[src/rtl/seq_detect_pkg.sv]
// seq_detect_pkg -- shared constants and types for the button-entry
// sequence detector.
//   MODE_OVERLAP / MODE_NONOVERLAP : encodings of the Mode input
//   *_DEF                          : default parameter values
//   bit_evt_t                      : decoded button event for one cycle
package seq_detect_pkg;

    localparam logic MODE_OVERLAP    = 1'b0;
    localparam logic MODE_NONOVERLAP = 1'b1;

    localparam int PAT_W_DEF  = 4;
    localparam int HIST_W_DEF = 8;
    localparam int CNT_W_DEF  = 8;

    typedef struct packed {
        logic valid;    // exactly one button rose: a bit is entered
        logic bit_val;  // entered bit (P1 -> 1, P0 -> 0)
        logic err;      // both buttons rose together
    } bit_evt_t;

endpackage

[src/rtl/edge_pulse.sv]
// edge_pulse -- one-register rising-edge detector.
//   clk  : clock
//   rst  : asynchronous active-high reset, clears the sample register
//   d    : level input, synchronous to clk
//   rise : high while d is 1 and its previous sample was 0
// Because reset clears the sample, a level still high after reset
// reads as a fresh rise on the first edge.
module edge_pulse (
    input  logic clk,
    input  logic rst,
    input  logic d,
    output logic rise
);

    logic d_q;

    always_ff @(posedge clk or posedge rst) begin
        if (rst) d_q <= 1'b0;
        else     d_q <= d;
    end

    assign rise = d & ~d_q;

endmodule

[src/rtl/seq_detect_n.sv]
// seq_detect_n -- serial pattern detector fed by two push buttons.
//   Clk, Reset : clock, asynchronous active-high reset
//   P0, P1     : debounced button levels entering a 0 / a 1 on each rise
//   B          : target pattern, B[PAT_W-1] entered first
//   Mode       : MODE_OVERLAP or MODE_NONOVERLAP
//   Clear      : synchronous clear of history, fill and count
//   Hist       : last HIST_W accepted bits, newest at LSB
//   Match      : one-cycle pulse per detected pattern
//   Count      : saturating match count
//   Err        : one-cycle pulse when both buttons rise together
module seq_detect_n
    import seq_detect_pkg::*;
#(
    parameter int PAT_W  = PAT_W_DEF,
    parameter int HIST_W = HIST_W_DEF,
    parameter int CNT_W  = CNT_W_DEF
) (
    input  logic              Clk,
    input  logic              Reset,
    input  logic              P0,
    input  logic              P1,
    input  logic [PAT_W-1:0]  B,
    input  logic              Mode,
    input  logic              Clear,
    output logic [HIST_W-1:0] Hist,
    output logic              Match,
    output logic [CNT_W-1:0]  Count,
    output logic              Err
);

    localparam int FILL_W = $clog2(PAT_W + 1);
    localparam logic [FILL_W-1:0] FILL_FULL = FILL_W'(PAT_W);

    logic [1:0] btn;
    logic [1:0] rise;

    assign btn = {P1, P0};

    for (genvar i = 0; i < 2; i++) begin : g_edge
        edge_pulse u_edge (
            .clk  (Clk),
            .rst  (Reset),
            .d    (btn[i]),
            .rise (rise[i])
        );
    end

    bit_evt_t evt;

    always_comb begin
        evt         = '0;
        evt.valid   = rise[0] ^ rise[1];
        evt.bit_val = rise[1];
        evt.err     = rise[0] & rise[1];
    end

    logic [HIST_W-1:0] hist_q;
    logic [FILL_W-1:0] fill_q;
    logic [CNT_W-1:0]  count_q;
    logic              match_q;
    logic              err_q;

    // Candidate window and fill as they would be after this bit; the match
    // decision uses B and Mode live in the event cycle.
    logic [PAT_W-1:0]  new_pat;
    logic [FILL_W-1:0] fill_inc;
    logic              hit;

    assign new_pat  = {hist_q[PAT_W-2:0], evt.bit_val};
    assign fill_inc = (fill_q == FILL_FULL) ? fill_q : fill_q + FILL_W'(1);
    assign hit      = evt.valid && (fill_inc == FILL_FULL) && (new_pat == B);

    always_ff @(posedge Clk or posedge Reset) begin
        if (Reset) begin
            hist_q  <= '0;
            fill_q  <= '0;
            count_q <= '0;
            match_q <= 1'b0;
            err_q   <= 1'b0;
        end else begin
            match_q <= 1'b0;
            // Err is reported even when Clear wins the cycle.
            err_q   <= evt.err;
            if (Clear) begin
                hist_q  <= '0;
                fill_q  <= '0;
                count_q <= '0;
            end else if (evt.valid) begin
                hist_q  <= {hist_q[HIST_W-2:0], evt.bit_val};
                // Non-overlapping mode restarts the fill so the next match
                // needs a full fresh pattern; Hist is kept for display.
                fill_q  <= (hit && Mode == MODE_NONOVERLAP) ? '0 : fill_inc;
                match_q <= hit;
                if (hit && count_q != '1)
                    count_q <= count_q + CNT_W'(1);
            end
        end
    end

    assign Hist  = hist_q;
    assign Match = match_q;
    assign Count = count_q;
    assign Err   = err_q;

endmodule

[config.mk]
export PLATFORM = sky130hd
export DESIGN_NAME = seq_detect_n
export DESIGN_NICKNAME = d
export VERILOG_FILES = /design/src/rtl/seq_detect_pkg.sv /design/src/rtl/edge_pulse.sv /design/src/rtl/seq_detect_n.sv
export SDC_FILE = /design/constraint.sdc
export NUM_CORES = 1
export LEC_CHECK = 0
export ABC_AREA = 1
export CAP_MARGIN = 0
export CORE_MARGIN = 8
export CORE_UTILIZATION = 54
export DETAILED_ROUTE_END_ITERATION = 10
export PLACE_DENSITY = 0.94
export SLEW_MARGIN = 25
export SYNTH_ARGS = -nofsm -noshare
export SYNTH_HDL_FRONTEND = slang
export SYNTH_SLANG_ARGS = --single-unit
[constraint.sdc]
create_clock -name Clk -period 3.05 [get_ports Clk]
set_clock_uncertainty 0.2 [all_clocks]
set_input_delay 0.915 -clock Clk [delete_from_list [all_inputs] [get_ports Clk]]
set_output_delay 0.915 -clock Clk [all_outputs]
set_load 0.02 [all_outputs]
==> run summary <==
Worst stage delay on the critical path: 0.42 ns
Pin count of the biggest net entering global routing: 24
Outcome: finished clean
Sequential fraction of the synthesis area: 42.75%
Mapped Avg Cell Area: 8.062 sq um
Final WL: 3056 um
Top post-synthesis cells by area: dfrtp_1 43%, nand2_1 9.8%, inv_1 8.6%, nand3_1 6.7%, nand4_1 4.6%
Setup bufs post-CTS: 0
WL/cell: 13.40 um
Worst path required time: 3.05 ns
Die width: 65.93 um
Initial DRC count: 43
Final hold vios: 0
Number of flops mapped to enable cells by yosys: 0
CP arrival: 2.65 ns
Gr usage total: 15.22%
Hold_buf cts: 0
Vias: 1,171
Total nets after synthesis: 181
Share of cells above drive strength 1: 10.61%
# setup viols final: 0
Uppermost layer routed: met4
Area taken by multi-input logic gates: 625.6 sq um
CTS Buf Count: 3
Drt via density: 5.136
Ant diodes: 0
Rel. slew slack: 69.69%
CP Launch Type: input pin
Initial core utilization: 55.87%
Met1 wire length: 1289 um
Peak VDD IR: 0.2982 mV
Overflow after GRT: 0
CTS HTree Levels: 1
Clock Sinks: 23
Row Count: 18
Synth warn: 0
First-pass GRT wire length: 5264 um
Met2 WL: 1530 um
Yosys top cell area share: 42.75%
Yosys top cell by area: dfrtp_1
Synth Cell Area: 1346 sq um
Placed wire-length estimate: 2405 um
Synth Instances: 167
Placer congestion estimate: 0.8477
Yosys reg bits: 23
Worst setup EP type: flip-flop
Clock Tree Buf Depth: 2
Placed cells: 224
Number of max-cap violations: 0
Vias in the first global route: 1,200
Most frequent CP cell: nand2_1
Area Growth Syn to Fin: 25.19%
Final Power: 589.9 uW
Leak pwr: 0.8956 nW
Post-DRT Antenna Nets: 0
Cell area after layout: 1685 sq um
Top fanout value on the critical path: 8
Fin crit share: 86.84%
Final min period: 2.649 ns
Max Clk Rate: 377.6 MHz
HP Class: reg2reg
Post-route insts no fill: 228
Worst-margin pin slew: 0.4518 ns
RSZ-0062 raised after global routing: false
Power density over cell area: 350.0 nW/um^2
PostCTS Resize Cnt: 0
Placed inst area: 1659 sq um
Worst-skew pair later-pin latency: 0.30 ns
Fill count: 187
Initial antenna violation count: 0
Utilization after layout: 69.94%
Critical-path cell list: clkdlybuf4s50_1, nand2_1, inv_1, ha_1, nand2_1, nor2_1, inv_1, nor2_1, nand3_4, nand3_1, nand2_1
Buffers added on ports: 27
Vert. Die Dim: 65.93 um
Setup TNS: 0 ns
CTS root buf: clkbuf_4
Type of the worst setup path: in2reg
Most used DFF post-synth: dfrtp_1
Slowest cell on crit path: clkdlybuf4s50_1
Ys async rst share: 100.0%
Distinct cells, synth: 22
DR WL met3: 173 um
Storage element area: 575.6 sq um
Final nets: 213
# DRC: 0
Slew Limit Fails: 0
CTS tree: yes
Worst-path clk slew: 0.12 ns
Die footprint: 4347 sq um
Ports: 28
Core area: 2410 sq um
Pre-antenna DRT Iters: 4
## cells in the final DEF (no fill, tap or decap)
cell type / netlist / layout
buf_4: 0 / 2
xor2_1: 4 / 4
clkdlybuf4s50_1: 0 / 27
nand2_1: 35 / 35
clkbuf_1: 0 / 1
inv_1: 31 / 31
nor2_8: 1 / 1
o21ai_0: 3 / 3
nor2_4: 3 / 3
nand4_4: 1 / 1
nor2_1: 10 / 10
nand3_4: 1 / 1
nand2_4: 2 / 2
clkinv_1: 2 / 2
o22ai_1: 7 / 7
clkbuf_4: 0 / 3
xnor2_1: 1 / 1
nor3_1: 1 / 1
inv_2: 3 / 3
nand3_1: 18 / 18
ha_1: 4 / 4
nand4_1: 10 / 10
dfrtp_1: 23 / 23
nand2_2: 5 / 5
## logic make-up (layout without fill, tap and decap cells)
group	count (synthesis)	after routing	synth area share, %
AO/OA/AOI/OAI	10	10	4.368
AND/OR/NAND/NOR	87	87	35.13
buffers and inverters	38	69	10.78
XOR/XNOR	5	5	3.253
flip-flops	23	23	42.75
adder cells (fa/ha/maj)	4	4	3.718
## worst max-delay path, delay by kind of cell
family / cells / cell delay (ns)
adders and majority gates: 1 / 0.34
buffers and inverters: 3 / 0.52
and+or+nand+nor: 7 / 0.89
## final cells by class
class	instances	area share (%)
flip-flops and latches	23	34.15
repair buffers	29	16.93
inverters	36	8.018
clock buffers	4	1.559
multi-input cells	106	37.12
well taps	30	2.227
## power by group
group,leakage [nW],switching [mW],internal (mW)
Combinational,0.566,0.0812,0.0462
Clock,0.0150,0.0879,0.0510
Sequential,0.314,0.00884,0.315
Total,0.896,0.178,0.412
## registers in the layout, summed over array words and instances (netlist names)
name / count
fill_q: 3
Match: 1
Err: 1
Count: 8
Hist: 8
g_edge.u_edge.d_q: 2
## cells in the mapped netlist, types with 3 or more instances
cell type and count:
o22ai_1 7, nand2_1 35, inv_1 31, inv_2 3, nor2_1 10, dfrtp_1 23
nor2_4 3, nand2_2 5, nand3_1 18, xor2_1 4, ha_1 4, nand4_1 10
o21ai_0 3
## per-layer routing
layer | vias to the layer above | global-route usage (%)
met5 | - | 0
met2 | 35 | 26.31
met1 | 538 | 17.02
met3 | 6 | 3.898
li1 | 592 | -
met4 | 0 | 7.200
## through the flow
stage	setup WS, ns	hold WS, ns
3_3_place_gp	0.2088	0.3048
6_report	0.4014	0.3397
4_1_cts	0.4098	0.3369
3_5_place_dp	0.07906	0.3086
5_1_grt	0.2582	0.3816
2_1_floorplan	0.6726	0.3485
## final timing paths
kind | startpoint | to | slack, ns | cells past startpoint
worst max-delay path | P1 | Count[2]$_DFFE_PP0P_ | 0.40 | 11
worst min-delay path | Hist[7]$_DFFE_PP0P_ | Hist[7]$_DFFE_PP0P_ | 0.34 | 2
worst max register to register | g_edge[1].u_edge.d_q$_DFF_PP0_ | Count[2]$_DFFE_PP0P_ | 1.07 | 11
worst min register to register | Hist[7]$_DFFE_PP0P_ | Hist[7]$_DFFE_PP0P_ | 0.34 | 2
min in group asynchronous | Reset | Count[6]$_DFFE_PP0P_ | 0.73 | 3
max in group asynchronous | Reset | Count[7]$_DFFE_PP0P_ | 1.69 | 3
No activity file was read; power rests on OpenSTA's default activity.
